`config.mk`:
```
export PLATFORM = sky130hd
export DESIGN_NAME = boot_bus_sequencer_flat
export DESIGN_NICKNAME = d
export VERILOG_FILES = /design/src/rtl/boot_bus_sequencer_if.sv /design/src/rtl/boot_bus_sequencer.sv /design/src/flat_wrapper.sv
export SDC_FILE = /design/constraint.sdc
export NUM_CORES = 1
export LEC_CHECK = 0
export BUFFER_PORTS_ARGS = -buffer_cell sky130_fd_sc_hd__buf_2
export CORE_MARGIN = 2
export CORE_UTILIZATION = 50
export DETAILED_ROUTE_END_ITERATION = 8
export PLACE_DENSITY_LB_ADDON = 0.25
export SLEW_MARGIN = 20
export SYNTH_ARGS = -nofsm -noshare
export SYNTH_HDL_FRONTEND = slang
export SYNTH_SLANG_ARGS = --single-unit
```
`constraint.sdc`:
```
create_clock -name clock -period 2.5 [get_ports clock]
set_clock_uncertainty 0.15 [all_clocks]
set_input_delay 0.25 -clock clock [delete_from_list [all_inputs] [get_ports clock]]
set_output_delay 0.25 -clock clock [all_outputs]
set_load 0.01 [all_outputs]
```
`src/rtl/boot_bus_sequencer_if.sv`:
```
// rtl/boot_bus_sequencer_if.sv - shared boot bus, copier/CPU/external requester signal bundle
interface boot_bus_sequencer_if;
    logic        copier_reset_n;
    logic        copier_done;
    logic [15:0] copier_address;
    logic        copier_ram_we_n;
    logic        copier_ram_cs_n;
    logic        copier_eeprom_oe_n;
    logic        copier_eeprom_cs_n;

    logic        cpu_reset_n;
    logic        cpu_busreq_n;
    logic        cpu_busack_n;
    logic [15:0] cpu_address;
    logic        cpu_ram_we_n;
    logic        cpu_ram_cs_n;

    logic        ext_req;
    logic        ext_grant;
    logic [15:0] ext_address;
    logic        ext_ram_we_n;
    logic        ext_ram_cs_n;

    logic [15:0] address;
    logic        ram_we_n;
    logic        ram_cs_n;
    logic        eeprom_oe_n;
    logic        eeprom_cs_n;
    logic [1:0]  owner;
    logic        boot_done;
    logic        fault;

    modport master (
        output copier_reset_n,
        input  copier_done, copier_address, copier_ram_we_n, copier_ram_cs_n,
        input  copier_eeprom_oe_n, copier_eeprom_cs_n,
        output cpu_reset_n, cpu_busreq_n,
        input  cpu_busack_n, cpu_address, cpu_ram_we_n, cpu_ram_cs_n,
        input  ext_req,
        output ext_grant,
        input  ext_address, ext_ram_we_n, ext_ram_cs_n,
        output address, ram_we_n, ram_cs_n, eeprom_oe_n, eeprom_cs_n,
        output owner, boot_done, fault
    );

    modport slave (
        input  copier_reset_n,
        output copier_done, copier_address, copier_ram_we_n, copier_ram_cs_n,
        output copier_eeprom_oe_n, copier_eeprom_cs_n,
        input  cpu_reset_n, cpu_busreq_n,
        output cpu_busack_n, cpu_address, cpu_ram_we_n, cpu_ram_cs_n,
        output ext_req,
        input  ext_grant,
        output ext_address, ext_ram_we_n, ext_ram_cs_n,
        input  address, ram_we_n, ram_cs_n, eeprom_oe_n, eeprom_cs_n,
        input  owner, boot_done, fault
    );
endinterface

```
`src/rtl/boot_bus_sequencer.sv`:
```
// rtl/boot_bus_sequencer.sv - boot sequencing (copy, settle, CPU release) and run-mode bus arbitration
module boot_bus_sequencer #(
    parameter int CPU_RESET_DELAY = 16,
    parameter int COPY_TIMEOUT    = 40000
) (
    input  logic                   clock,
    input  logic                   reset,
    boot_bus_sequencer_if.master   bus
);

    localparam int DW = (CPU_RESET_DELAY < 1) ? 1 : $clog2(CPU_RESET_DELAY + 1);
    localparam int TW = (COPY_TIMEOUT < 1) ? 1 : $clog2(COPY_TIMEOUT + 1);
    localparam logic [DW-1:0] DELAY_LOAD   = DW'(CPU_RESET_DELAY);
    localparam logic [DW-1:0] DELAY_LAST   = DW'(1);
    localparam logic [TW-1:0] TIMEOUT_LAST = TW'(COPY_TIMEOUT - 1);
    localparam logic [TW-1:0] TCNT_MAX     = '1;

    localparam logic [1:0] OWN_NONE   = 2'd0;
    localparam logic [1:0] OWN_COPIER = 2'd1;
    localparam logic [1:0] OWN_CPU    = 2'd2;
    localparam logic [1:0] OWN_EXT    = 2'd3;

    typedef enum logic [2:0] {
        S_HOLD, S_COPY, S_HANDOFF, S_RUN, S_BUSREQ, S_EXT, S_RELEASE, S_FAULT
    } state_t;

    state_t        state;
    logic [DW-1:0] delay_cnt;
    logic [TW-1:0] timeout_cnt;
    logic          copier_reset_n_r;
    logic          cpu_reset_n_r;
    logic          cpu_busreq_n_r;
    logic          ext_grant_r;
    logic [1:0]    owner_r;
    logic          boot_done_r;
    logic          fault_r;

    always_ff @(posedge clock) begin
        if (reset) begin
            state            <= S_HOLD;
            delay_cnt        <= '0;
            timeout_cnt      <= '0;
            copier_reset_n_r <= 1'b0;
            cpu_reset_n_r    <= 1'b0;
            cpu_busreq_n_r   <= 1'b1;
            ext_grant_r      <= 1'b0;
            owner_r          <= OWN_NONE;
            boot_done_r      <= 1'b0;
            fault_r          <= 1'b0;
        end else begin
            case (state)
                S_HOLD: begin
                    state            <= S_COPY;
                    copier_reset_n_r <= 1'b1;
                    owner_r          <= OWN_COPIER;
                    timeout_cnt      <= '0;
                end
                S_COPY: begin
                    // done wins over a timeout landing on the same cycle
                    if (bus.copier_done) begin
                        state     <= S_HANDOFF;
                        owner_r   <= OWN_NONE;
                        delay_cnt <= DELAY_LOAD;
                    end else if (COPY_TIMEOUT != 0 && timeout_cnt == TIMEOUT_LAST) begin
                        state            <= S_FAULT;
                        owner_r          <= OWN_NONE;
                        copier_reset_n_r <= 1'b0;
                        fault_r          <= 1'b1;
                    end else if (timeout_cnt != TCNT_MAX) begin
                        timeout_cnt <= timeout_cnt + 1'b1;
                    end
                end
                S_HANDOFF: begin
                    if (delay_cnt == DELAY_LAST) begin
                        state         <= S_RUN;
                        cpu_reset_n_r <= 1'b1;
                        boot_done_r   <= 1'b1;
                        owner_r       <= OWN_CPU;
                    end else begin
                        delay_cnt <= delay_cnt - 1'b1;
                    end
                end
                S_RUN: begin
                    if (bus.ext_req) begin
                        state          <= S_BUSREQ;
                        cpu_busreq_n_r <= 1'b0;
                    end
                end
                S_BUSREQ: begin
                    if (!bus.ext_req) begin
                        state          <= S_RELEASE;
                        cpu_busreq_n_r <= 1'b1;
                        owner_r        <= OWN_NONE;
                    end else if (!bus.cpu_busack_n) begin
                        state       <= S_EXT;
                        ext_grant_r <= 1'b1;
                        owner_r     <= OWN_EXT;
                    end
                end
                S_EXT: begin
                    if (!bus.ext_req) begin
                        state          <= S_RELEASE;
                        ext_grant_r    <= 1'b0;
                        cpu_busreq_n_r <= 1'b1;
                        owner_r        <= OWN_NONE;
                    end
                end
                S_RELEASE: begin
                    // CPU keeps the bus tristated until it drops its acknowledge
                    if (bus.cpu_busack_n) begin
                        state   <= S_RUN;
                        owner_r <= OWN_CPU;
                    end
                end
                S_FAULT: begin
                    state <= S_FAULT;
                end
                default: state <= S_HOLD;
            endcase
        end
    end

    assign bus.copier_reset_n = copier_reset_n_r;
    assign bus.cpu_reset_n    = cpu_reset_n_r;
    assign bus.cpu_busreq_n   = cpu_busreq_n_r;
    assign bus.ext_grant      = ext_grant_r;
    assign bus.owner          = owner_r;
    assign bus.boot_done      = boot_done_r;
    assign bus.fault          = fault_r;

    always_comb begin
        bus.address     = 16'h0000;
        bus.ram_we_n    = 1'b1;
        bus.ram_cs_n    = 1'b1;
        bus.eeprom_oe_n = 1'b1;
        bus.eeprom_cs_n = 1'b1;
        case (owner_r)
            OWN_COPIER: begin
                bus.address     = bus.copier_address;
                bus.ram_we_n    = bus.copier_ram_we_n;
                bus.ram_cs_n    = bus.copier_ram_cs_n;
                bus.eeprom_oe_n = bus.copier_eeprom_oe_n;
                bus.eeprom_cs_n = bus.copier_eeprom_cs_n;
            end
            OWN_CPU: begin
                bus.address  = bus.cpu_address;
                bus.ram_we_n = bus.cpu_ram_we_n;
                bus.ram_cs_n = bus.cpu_ram_cs_n;
            end
            OWN_EXT: begin
                bus.address  = bus.ext_address;
                bus.ram_we_n = bus.ext_ram_we_n;
                bus.ram_cs_n = bus.ext_ram_cs_n;
            end
            default: begin
                bus.address = 16'h0000;
            end
        endcase
    end

endmodule

```
`src/flat_wrapper.sv`:
```
// flat-port wrapper written by rule: the top's interface ports become plain ports
module boot_bus_sequencer_flat 
#(
    parameter int CPU_RESET_DELAY = 16,
    parameter int COPY_TIMEOUT    = 40000
)
  (clock, reset, bus_copier_reset_n, bus_copier_done, bus_copier_address, bus_copier_ram_we_n, bus_copier_ram_cs_n, bus_copier_eeprom_oe_n, bus_copier_eeprom_cs_n, bus_cpu_reset_n, bus_cpu_busreq_n, bus_cpu_busack_n, bus_cpu_address, bus_cpu_ram_we_n, bus_cpu_ram_cs_n, bus_ext_req, bus_ext_grant, bus_ext_address, bus_ext_ram_we_n, bus_ext_ram_cs_n, bus_address, bus_ram_we_n, bus_ram_cs_n, bus_eeprom_oe_n, bus_eeprom_cs_n, bus_owner, bus_boot_done, bus_fault);
  boot_bus_sequencer_if bus_i ();
  input  logic clock;
  input  logic reset;
  output wire logic [$bits(bus_i.copier_reset_n)-1:0] bus_copier_reset_n;
  input wire logic [$bits(bus_i.copier_done)-1:0] bus_copier_done;
  input wire logic [$bits(bus_i.copier_address)-1:0] bus_copier_address;
  input wire logic [$bits(bus_i.copier_ram_we_n)-1:0] bus_copier_ram_we_n;
  input wire logic [$bits(bus_i.copier_ram_cs_n)-1:0] bus_copier_ram_cs_n;
  input wire logic [$bits(bus_i.copier_eeprom_oe_n)-1:0] bus_copier_eeprom_oe_n;
  input wire logic [$bits(bus_i.copier_eeprom_cs_n)-1:0] bus_copier_eeprom_cs_n;
  output wire logic [$bits(bus_i.cpu_reset_n)-1:0] bus_cpu_reset_n;
  output wire logic [$bits(bus_i.cpu_busreq_n)-1:0] bus_cpu_busreq_n;
  input wire logic [$bits(bus_i.cpu_busack_n)-1:0] bus_cpu_busack_n;
  input wire logic [$bits(bus_i.cpu_address)-1:0] bus_cpu_address;
  input wire logic [$bits(bus_i.cpu_ram_we_n)-1:0] bus_cpu_ram_we_n;
  input wire logic [$bits(bus_i.cpu_ram_cs_n)-1:0] bus_cpu_ram_cs_n;
  input wire logic [$bits(bus_i.ext_req)-1:0] bus_ext_req;
  output wire logic [$bits(bus_i.ext_grant)-1:0] bus_ext_grant;
  input wire logic [$bits(bus_i.ext_address)-1:0] bus_ext_address;
  input wire logic [$bits(bus_i.ext_ram_we_n)-1:0] bus_ext_ram_we_n;
  input wire logic [$bits(bus_i.ext_ram_cs_n)-1:0] bus_ext_ram_cs_n;
  output wire logic [$bits(bus_i.address)-1:0] bus_address;
  output wire logic [$bits(bus_i.ram_we_n)-1:0] bus_ram_we_n;
  output wire logic [$bits(bus_i.ram_cs_n)-1:0] bus_ram_cs_n;
  output wire logic [$bits(bus_i.eeprom_oe_n)-1:0] bus_eeprom_oe_n;
  output wire logic [$bits(bus_i.eeprom_cs_n)-1:0] bus_eeprom_cs_n;
  output wire logic [$bits(bus_i.owner)-1:0] bus_owner;
  output wire logic [$bits(bus_i.boot_done)-1:0] bus_boot_done;
  output wire logic [$bits(bus_i.fault)-1:0] bus_fault;
  assign bus_copier_reset_n = bus_i.copier_reset_n;
  assign bus_i.copier_done = bus_copier_done;
  assign bus_i.copier_address = bus_copier_address;
  assign bus_i.copier_ram_we_n = bus_copier_ram_we_n;
  assign bus_i.copier_ram_cs_n = bus_copier_ram_cs_n;
  assign bus_i.copier_eeprom_oe_n = bus_copier_eeprom_oe_n;
  assign bus_i.copier_eeprom_cs_n = bus_copier_eeprom_cs_n;
  assign bus_cpu_reset_n = bus_i.cpu_reset_n;
  assign bus_cpu_busreq_n = bus_i.cpu_busreq_n;
  assign bus_i.cpu_busack_n = bus_cpu_busack_n;
  assign bus_i.cpu_address = bus_cpu_address;
  assign bus_i.cpu_ram_we_n = bus_cpu_ram_we_n;
  assign bus_i.cpu_ram_cs_n = bus_cpu_ram_cs_n;
  assign bus_i.ext_req = bus_ext_req;
  assign bus_ext_grant = bus_i.ext_grant;
  assign bus_i.ext_address = bus_ext_address;
  assign bus_i.ext_ram_we_n = bus_ext_ram_we_n;
  assign bus_i.ext_ram_cs_n = bus_ext_ram_cs_n;
  assign bus_address = bus_i.address;
  assign bus_ram_we_n = bus_i.ram_we_n;
  assign bus_ram_cs_n = bus_i.ram_cs_n;
  assign bus_eeprom_oe_n = bus_i.eeprom_oe_n;
  assign bus_eeprom_cs_n = bus_i.eeprom_cs_n;
  assign bus_owner = bus_i.owner;
  assign bus_boot_done = bus_i.boot_done;
  assign bus_fault = bus_i.fault;
  boot_bus_sequencer #(.CPU_RESET_DELAY(CPU_RESET_DELAY), .COPY_TIMEOUT(COPY_TIMEOUT)) u_core (.clock(clock), .reset(reset), .bus(bus_i));
endmodule
```
# Word level (Yosys, flattened, before mapping)
# Cells that the tools add are included.
# classes
addsub	2
n_eq_ne	28
mux	39
n_bitwise	1
n_reduce_logical	16
# ops
op	n
2-to-1 mux 16 bit	3
one-hot mux 16 bit (3 select lines)	1
one-hot mux 16 bit (2 select lines)	1
2-to-1 mux 3 bit	8
one-hot mux 3 bit (8 select lines)	1
!= test 2 bit (second input constant)	10
adder 16 x 1 -> 16 bit (second input constant)	1
equality test 16 bit (second input constant)	1
!= test 16 bit (second input constant)	1
2-to-1 mux 2 bit	7
equality test 3 bit (second input constant)	4
one-hot mux 2 bit (6 select lines)	1
AND reduction 3 bit	4
AND reduction 6 bit	2
2-to-1 mux 5 bit	2
one-hot mux 5 bit (2 select lines)	1
2-to-1 mux 1 bit	9
AND reduction 4 bit	2
nonzero test 2 bit	4
equality test 3 x 2 -> 1 bit (second input constant)	2
!= test 2 x 1 -> 1 bit (second input constant)	3
one-hot mux 1 bit (2 select lines)	3
one-hot mux 1 bit (3 select lines)	2
nonzero test 6 bit	1
other kinds (11)	12
# totals
regBits	31
inputBits	61
out_inout_bits	28

# Longest topological paths before layout
# depth
ltp_word	5
depth_mapped	9

# Worst setup path before layout
# OpenSTA, ideal clock, no wires.
# synth_path
path_type	reg2reg
start	register u_core.state[1]
end	register u_core.timeout_cnt[12]
setup_time_ps	96
t_arrival_ps	1979
required_ps	2254
path_slack_ps	276
path_stages_with_launch	10
cell_sequence	dfxtp_1 > inv_1 > ha_1 > buf_2 > a21oi_1 > nand2_1 > or2_0 > buf_2 > or3_1 > o41ai_2
# synth_via
elab_chain_len	3
# synth_lines
element	line	rtl
start, declared	boot_bus_sequencer.sv:27	state_t state;
start signal, assigned	boot_bus_sequencer.sv:40	state <= S_HOLD;
start signal, assigned	boot_bus_sequencer.sv:53	state <= S_COPY;
start signal, assigned	boot_bus_sequencer.sv:61	state <= S_HANDOFF;
equality test 3 x 1 -> 1 bit or zero test 3 bit (tied branches)	boot_bus_sequencer.sv:51	case (state)
!= test 2 bit (no line) (tied with other cells)	--	
AND reduction 4 bit (no line)	--	
end signal, assigned	boot_bus_sequencer.sv:70	timeout_cnt <= timeout_cnt + 1'b1;
end, declared	boot_bus_sequencer.sv:29	logic [TW-1:0] timeout_cnt;
# Parallel ways exist; a longest one is shown, timed or not.
# A chain may end at the register's enable or synchronous reset.

# Worst setup path after layout
# layout_path
start	register u_core.timeout_cnt[0]
end	register u_core.state[1]
# layout_via
elab_chain_len	3
# layout_lines
element	line	rtl
equality test 16 bit	boot_bus_sequencer.sv:64	end else if (COPY_TIMEOUT != 0 && timeout_cnt == TIMEOUT_LAST) begin
!= test 3 x 2 -> 1 bit (no line)	--	
AND reduction 6 bit (no line)	--	
end signal, assigned	boot_bus_sequencer.sv:61	
end signal, assigned	boot_bus_sequencer.sv:65	state <= S_FAULT;
end signal, assigned	boot_bus_sequencer.sv:75	state <= S_RUN;
# No other way between the ends.

==> reports/qor.txt <==
OUTCOME
--------------------------------------------------------------------------------------------------
Status .............................................................................. finished, final reports clean

GRT
--------------------------------------------------------------------------------------------------
Largest net degree at the start of global routing ...................................           28
Initial antenna violation count .....................................................            0
Remaining global-route overflow .....................................................            0
Wire length of the first global-routing pass ........................................    10,250 um
Overall track demand over capacity in global routing ................................       23.86%
Via count of the first global-routing pass ..........................................        2,212

FINAL LAYOUT
--------------------------------------------------------------------------------------------------
Area growth from synthesis to final layout ..........................................       25.11%
Area used by sequential logic in the layout .........................................    620.6 um2
Final standard cell count with taps included and fillers excluded ...................          431
Fraction of final layout cells sized beyond drive strength 1 ........................       35.28%
Combined area of the multi-input logic cells ........................................     1627 um2
# fillers ...........................................................................          428
Fin util ............................................................................       63.95%
Post-layout nets ....................................................................          445
Number of antenna repair diodes .....................................................            0

DRT
--------------------------------------------------------------------------------------------------
First-pass DRT Iterations ...........................................................            5
Post-DRT Antenna Nets ...............................................................            0
DR vias/cell ........................................................................        5.930
Via count of the routed design ......................................................        2,556
Average wire per cell in the routed design ..........................................     15.07 um
Drc violations ......................................................................            0
Drt total wl ........................................................................      6495 um
Initial detailed-routing violation count ............................................          188

PLACED DESIGN
--------------------------------------------------------------------------------------------------
RePlAce Congestion ..................................................................       0.9378
Placed cell count ...................................................................          423
Setup WS pre-CTS ....................................................................    0.2072 ns
Detail Placement HPWL ...............................................................      4921 um
Count of port buffers added during placement ........................................           88

SYNTH
--------------------------------------------------------------------------------------------------
Share of async-settable or async-resettable flops after synthesis ...................           0%
Warning count from the yosys run ....................................................            0
Net count after synthesis ...........................................................          360
Post-Syn Instances ..................................................................          291
Post-Syn Area .......................................................................     2382 um2
Top-area cell type share of the netlist area ........................................       26.05%
Mapped Avg Cell Area ................................................................    8.187 um2
Sequential cell area fraction in the yosys report ...................................       26.05%
EDFF count, synth ...................................................................            0
Top_reg_cell synth .................................................................. sky130_fd_sc_hd__dfxtp_1
Distinct cells, synth ...............................................................           57
Yosys top cell by area .............................................................. sky130_fd_sc_hd__dfxtp_1
Top cells by area, synth ............................................................ sky130_fd_sc_hd__dfxtp_1, sky130_fd_sc_hd__mux2_2, sky130_fd_sc_hd__a22o_1
Flop and latch count out of synthesis ...............................................           31

FLOW RUN
--------------------------------------------------------------------------------------------------
Max Cap Violations ..................................................................            0

FLOORPLANNING
--------------------------------------------------------------------------------------------------
Die area ............................................................................     5333 um2
Die height ..........................................................................     73.03 um
DIE WIDTH ...........................................................................     73.03 um
Area of the core region .............................................................     4661 um2
Initial standard-cell utilization of the core .......................................       51.11%
Standard-cell rows ..................................................................           25
I/O pins ............................................................................           89

CLOCK TREE
--------------------------------------------------------------------------------------------------
Bufs on Longest Clock Path ..........................................................            2
Clock sink count ....................................................................           31
TritonCTS clock tree ................................................................          yes
Number of clock buffers inserted by TritonCTS .......................................            5
Clock transition time at the flip-flop clock pins of the worst setup and hold paths .      0.07 ns
Clk Tree Root Cell .................................................................. sky130_fd_sc_hd__clkbuf_8
Clock latency of the later-clocked register in the worst-skew pair ..................      0.28 ns
Number of levels the H-tree was split into ..........................................            2

TIMING
--------------------------------------------------------------------------------------------------
Worst slew pin tran .................................................................    0.5291 ns
Final Cycle Share ...................................................................       93.14%
Final count of negative-setup-slack endpoints .......................................            0
Tightest slew margin relative to the limit ..........................................       64.68%
Worst Setup Slack, final ............................................................    0.1715 ns
Sum of negative setup slack .........................................................         0 ns
Min cycle time layout ...............................................................     2.329 ns
Final hold vios .....................................................................            0
Slew Viols, Final ...................................................................            0
Setup repair after global routing missed its margin .................................           no
Max frequency .......................................................................    429.5 MHz

POWER AND IR DROP
--------------------------------------------------------------------------------------------------
Share of total power in the clock network ...........................................        17.5%
P_sw ................................................................................      1029 uW
Register share of total power .......................................................        27.2%
Internal power ......................................................................      1457 uW
Leakage Power .......................................................................  0.001250 uW
Sw Share ............................................................................       41.38%
Peak ir drop on the vdd network .....................................................     315.0 uV
Combinational power share ...........................................................        55.3%
Pwr/cell area ....................................................................... 834.1 nW/um2

WORST SETUP PATH
--------------------------------------------------------------------------------------------------
Worst setup path category ...........................................................   reg -> reg
Critical Path End Type ..............................................................     register
Critical Path End ................................................................... u_core.state[1]
Data required time at the worst endpoint ............................................      2.54 ns
Worst flop-to-flop path endpoint .................................................... u_core.state[1]
Type of origin of the critical path .................................................     register
Launch instance of the worst register-to-register path .............................. u_core.timeout_cnt[0]
Crit Path Max Fanout ................................................................           10
Worst Reg2Reg Path Length in Cells ..................................................            6
Register-to-register path setup slack ...............................................      0.17 ns
Launch point of the critical path ................................................... u_core.timeout_cnt[0]
Arrival time worst endpoint .........................................................      2.37 ns

MIN PATH
--------------------------------------------------------------------------------------------------
Worst hold path class ...............................................................    in -> reg

[cell families (layout without fill, tap and decap cells)]
family / count (synthesis) / after routing / synth area share, %
XOR/XNOR: 4 / 4 / 1.471
buffers and inverters: 32 / 118 / 5.777
multiplexers: 21 / 21 / 9.716
adder cells (fa/ha/maj): 8 / 8 / 4.202
AND/OR/NAND/NOR: 112 / 112 / 27.68
flip-flops: 31 / 31 / 26.05
AO/OA/AOI/OAI: 83 / 83 / 25.11
[synth_stat cells (2+ instances only)]
library cell and count:
sky130_fd_sc_hd__a21oi_1 25, sky130_fd_sc_hd__or2_2 3, sky130_fd_sc_hd__o311ai_0 2, sky130_fd_sc_hd__nand2b_1 5
sky130_fd_sc_hd__mux2_2 17, sky130_fd_sc_hd__o311a_1 2, sky130_fd_sc_hd__nand2_1 21, sky130_fd_sc_hd__o211ai_1 2
sky130_fd_sc_hd__or4_1 7, sky130_fd_sc_hd__a22o_1 16, sky130_fd_sc_hd__and4_1 2, sky130_fd_sc_hd__a22oi_1 2
sky130_fd_sc_hd__clkbuf_1 11, sky130_fd_sc_hd__ha_1 8, sky130_fd_sc_hd__nor2_1 20, sky130_fd_sc_hd__or3_1 8
sky130_fd_sc_hd__nor2b_1 5, sky130_fd_sc_hd__o21ai_0 13, sky130_fd_sc_hd__o31ai_1 4, sky130_fd_sc_hd__o21ai_1 2
sky130_fd_sc_hd__a31oi_1 2, sky130_fd_sc_hd__xor2_1 3, sky130_fd_sc_hd__nand4_1 5, sky130_fd_sc_hd__dfxtp_1 31
sky130_fd_sc_hd__mux2i_1 4, sky130_fd_sc_hd__nor4b_4 2, sky130_fd_sc_hd__buf_2 4, sky130_fd_sc_hd__nor4_1 5
sky130_fd_sc_hd__nand3_1 15, sky130_fd_sc_hd__nor3_1 5, sky130_fd_sc_hd__inv_1 14
[metal layers]
| layer | share of wire, % | GRT usage, % | vias up |
|---|---|---|---|
| met4 | 1.0 | 7.202 | 0 |
| met5 | 0 | 0 | - |
| met2 | 49 | 38.74 | 92 |
| met3 | 5.3 | 4.282 | 8 |
| li1 | - | - | 1266 |
| met1 | 44 | 32.15 | 1190 |
[repair_timing]
action | 4_1_cts | 5_1_grt
buffers inserted | 0 | 0
hold buffers | 0 | 0
endpoints found under the setup margin | 0 | 1
resized for setup | 0 | 1
[cells in the final DEF, fill, tap and decap left out, types with 2 or more instances in the layout]
| cell | synthesis | final |
|---|---|---|
| sky130_fd_sc_hd__or4_1 | 7 | 7 |
| sky130_fd_sc_hd__inv_1 | 14 | 14 |
| sky130_fd_sc_hd__mux2_2 | 17 | 17 |
| sky130_fd_sc_hd__nand2_1 | 21 | 21 |
| sky130_fd_sc_hd__nand2b_1 | 5 | 5 |
| sky130_fd_sc_hd__buf_2 | 4 | 88 |
| sky130_fd_sc_hd__o211ai_1 | 2 | 2 |
| sky130_fd_sc_hd__nor2b_1 | 5 | 5 |
| sky130_fd_sc_hd__buf_4 | 1 | 7 |
| sky130_fd_sc_hd__xor2_1 | 3 | 3 |
| sky130_fd_sc_hd__a22o_1 | 16 | 16 |
| sky130_fd_sc_hd__nor4b_4 | 2 | 2 |
| sky130_fd_sc_hd__nand4_1 | 5 | 5 |
| sky130_fd_sc_hd__o21ai_1 | 2 | 2 |
| sky130_fd_sc_hd__a31oi_1 | 2 | 2 |
| sky130_fd_sc_hd__o311ai_0 | 2 | 2 |
| sky130_fd_sc_hd__ha_1 | 8 | 8 |
| sky130_fd_sc_hd__o31ai_1 | 4 | 4 |
| sky130_fd_sc_hd__nor3_1 | 5 | 5 |
| sky130_fd_sc_hd__clkbuf_8 | 0 | 7 |
| sky130_fd_sc_hd__nor2_1 | 20 | 19 |
| sky130_fd_sc_hd__mux2i_1 | 4 | 4 |
| sky130_fd_sc_hd__dfxtp_1 | 31 | 31 |
| sky130_fd_sc_hd__a22oi_1 | 2 | 2 |
| sky130_fd_sc_hd__nand3_1 | 15 | 15 |
| sky130_fd_sc_hd__nor4_1 | 5 | 5 |
| sky130_fd_sc_hd__o21ai_0 | 13 | 13 |
| sky130_fd_sc_hd__o311a_1 | 2 | 2 |
| sky130_fd_sc_hd__a21oi_1 | 25 | 25 |
| sky130_fd_sc_hd__or2_2 | 3 | 3 |
| sky130_fd_sc_hd__or3_1 | 8 | 8 |
| sky130_fd_sc_hd__and4_1 | 2 | 2 |
[worst min-delay path by stage]
stage	startpoint	endpoint	slack, ns	cells after the start
floorplan	bus_copier_done	u_core.delay_cnt[4]	0.29	2
global placement	u_core.bus.fault	u_core.bus.fault	0.30	2
detailed placement	u_core.bus.fault	u_core.bus.fault	0.31	2
CTS	bus_copier_done	u_core.delay_cnt[4]	0.19	3
global route	bus_copier_done	u_core.delay_cnt[4]	0.25	3
finish	bus_copier_done	u_core.delay_cnt[4]	0.20	3
[layout make-up]
type	count	share of cell area, %
multi-input cells	228	54.58
flip-flops and latches	31	20.82
inverters	14	1.763
well taps	54	2.267
repair buffers	96	17.21
clock buffers	8	3.359
[sequential cells by signal, indices dropped and copies added (netlist names)]
register                   count
u_core.timeout_cnt            16
u_core.delay_cnt               5
u_core.state                   3
u_core.bus.owner               2
u_core.bus.boot_done           1
u_core.bus.copier_reset_n      1
u_core.bus.cpu_busreq_n        1
u_core.bus.ext_grant           1
u_core.bus.fault               1
[power by group through the flow]
| stage | Combinational, uW | Sequential [uW] | Clock, uW |
|---|---|---|---|
| finish | 1370 | 675 | 436 |
| global route | 1520 | 689 | 465 |
| CTS | 1360 | 675 | 445 |
| detailed placement | 1360 | 686 | 0 |
| global placement | 1340 | 684 | 0 |
| floorplan | 950 | 652 | 0 |
[worst max-delay path, cell delays in order (launching register included)]
cell and delay (ns):
sky130_fd_sc_hd__dfxtp_1 0.39, sky130_fd_sc_hd__ha_1 0.30, sky130_fd_sc_hd__and4b_1 0.28, sky130_fd_sc_hd__nand4_4 0.19
sky130_fd_sc_hd__a22o_4 0.35, sky130_fd_sc_hd__or4_1 0.50, sky130_fd_sc_hd__o31ai_1 0.08
[per-stage QoR]
stage	hold slack [ns]	total power (uW)	area, um2
2_1_floorplan	0.2857	1602	2382
3_3_place_gp	0.3033	2022	2878
3_5_place_dp	0.3101	2044	2878
4_1_cts	0.1869	2484	2978
5_1_grt	0.2452	2673	2980
6_report	0.2028	2486	2980
Power figures use the tool's default switching activity.
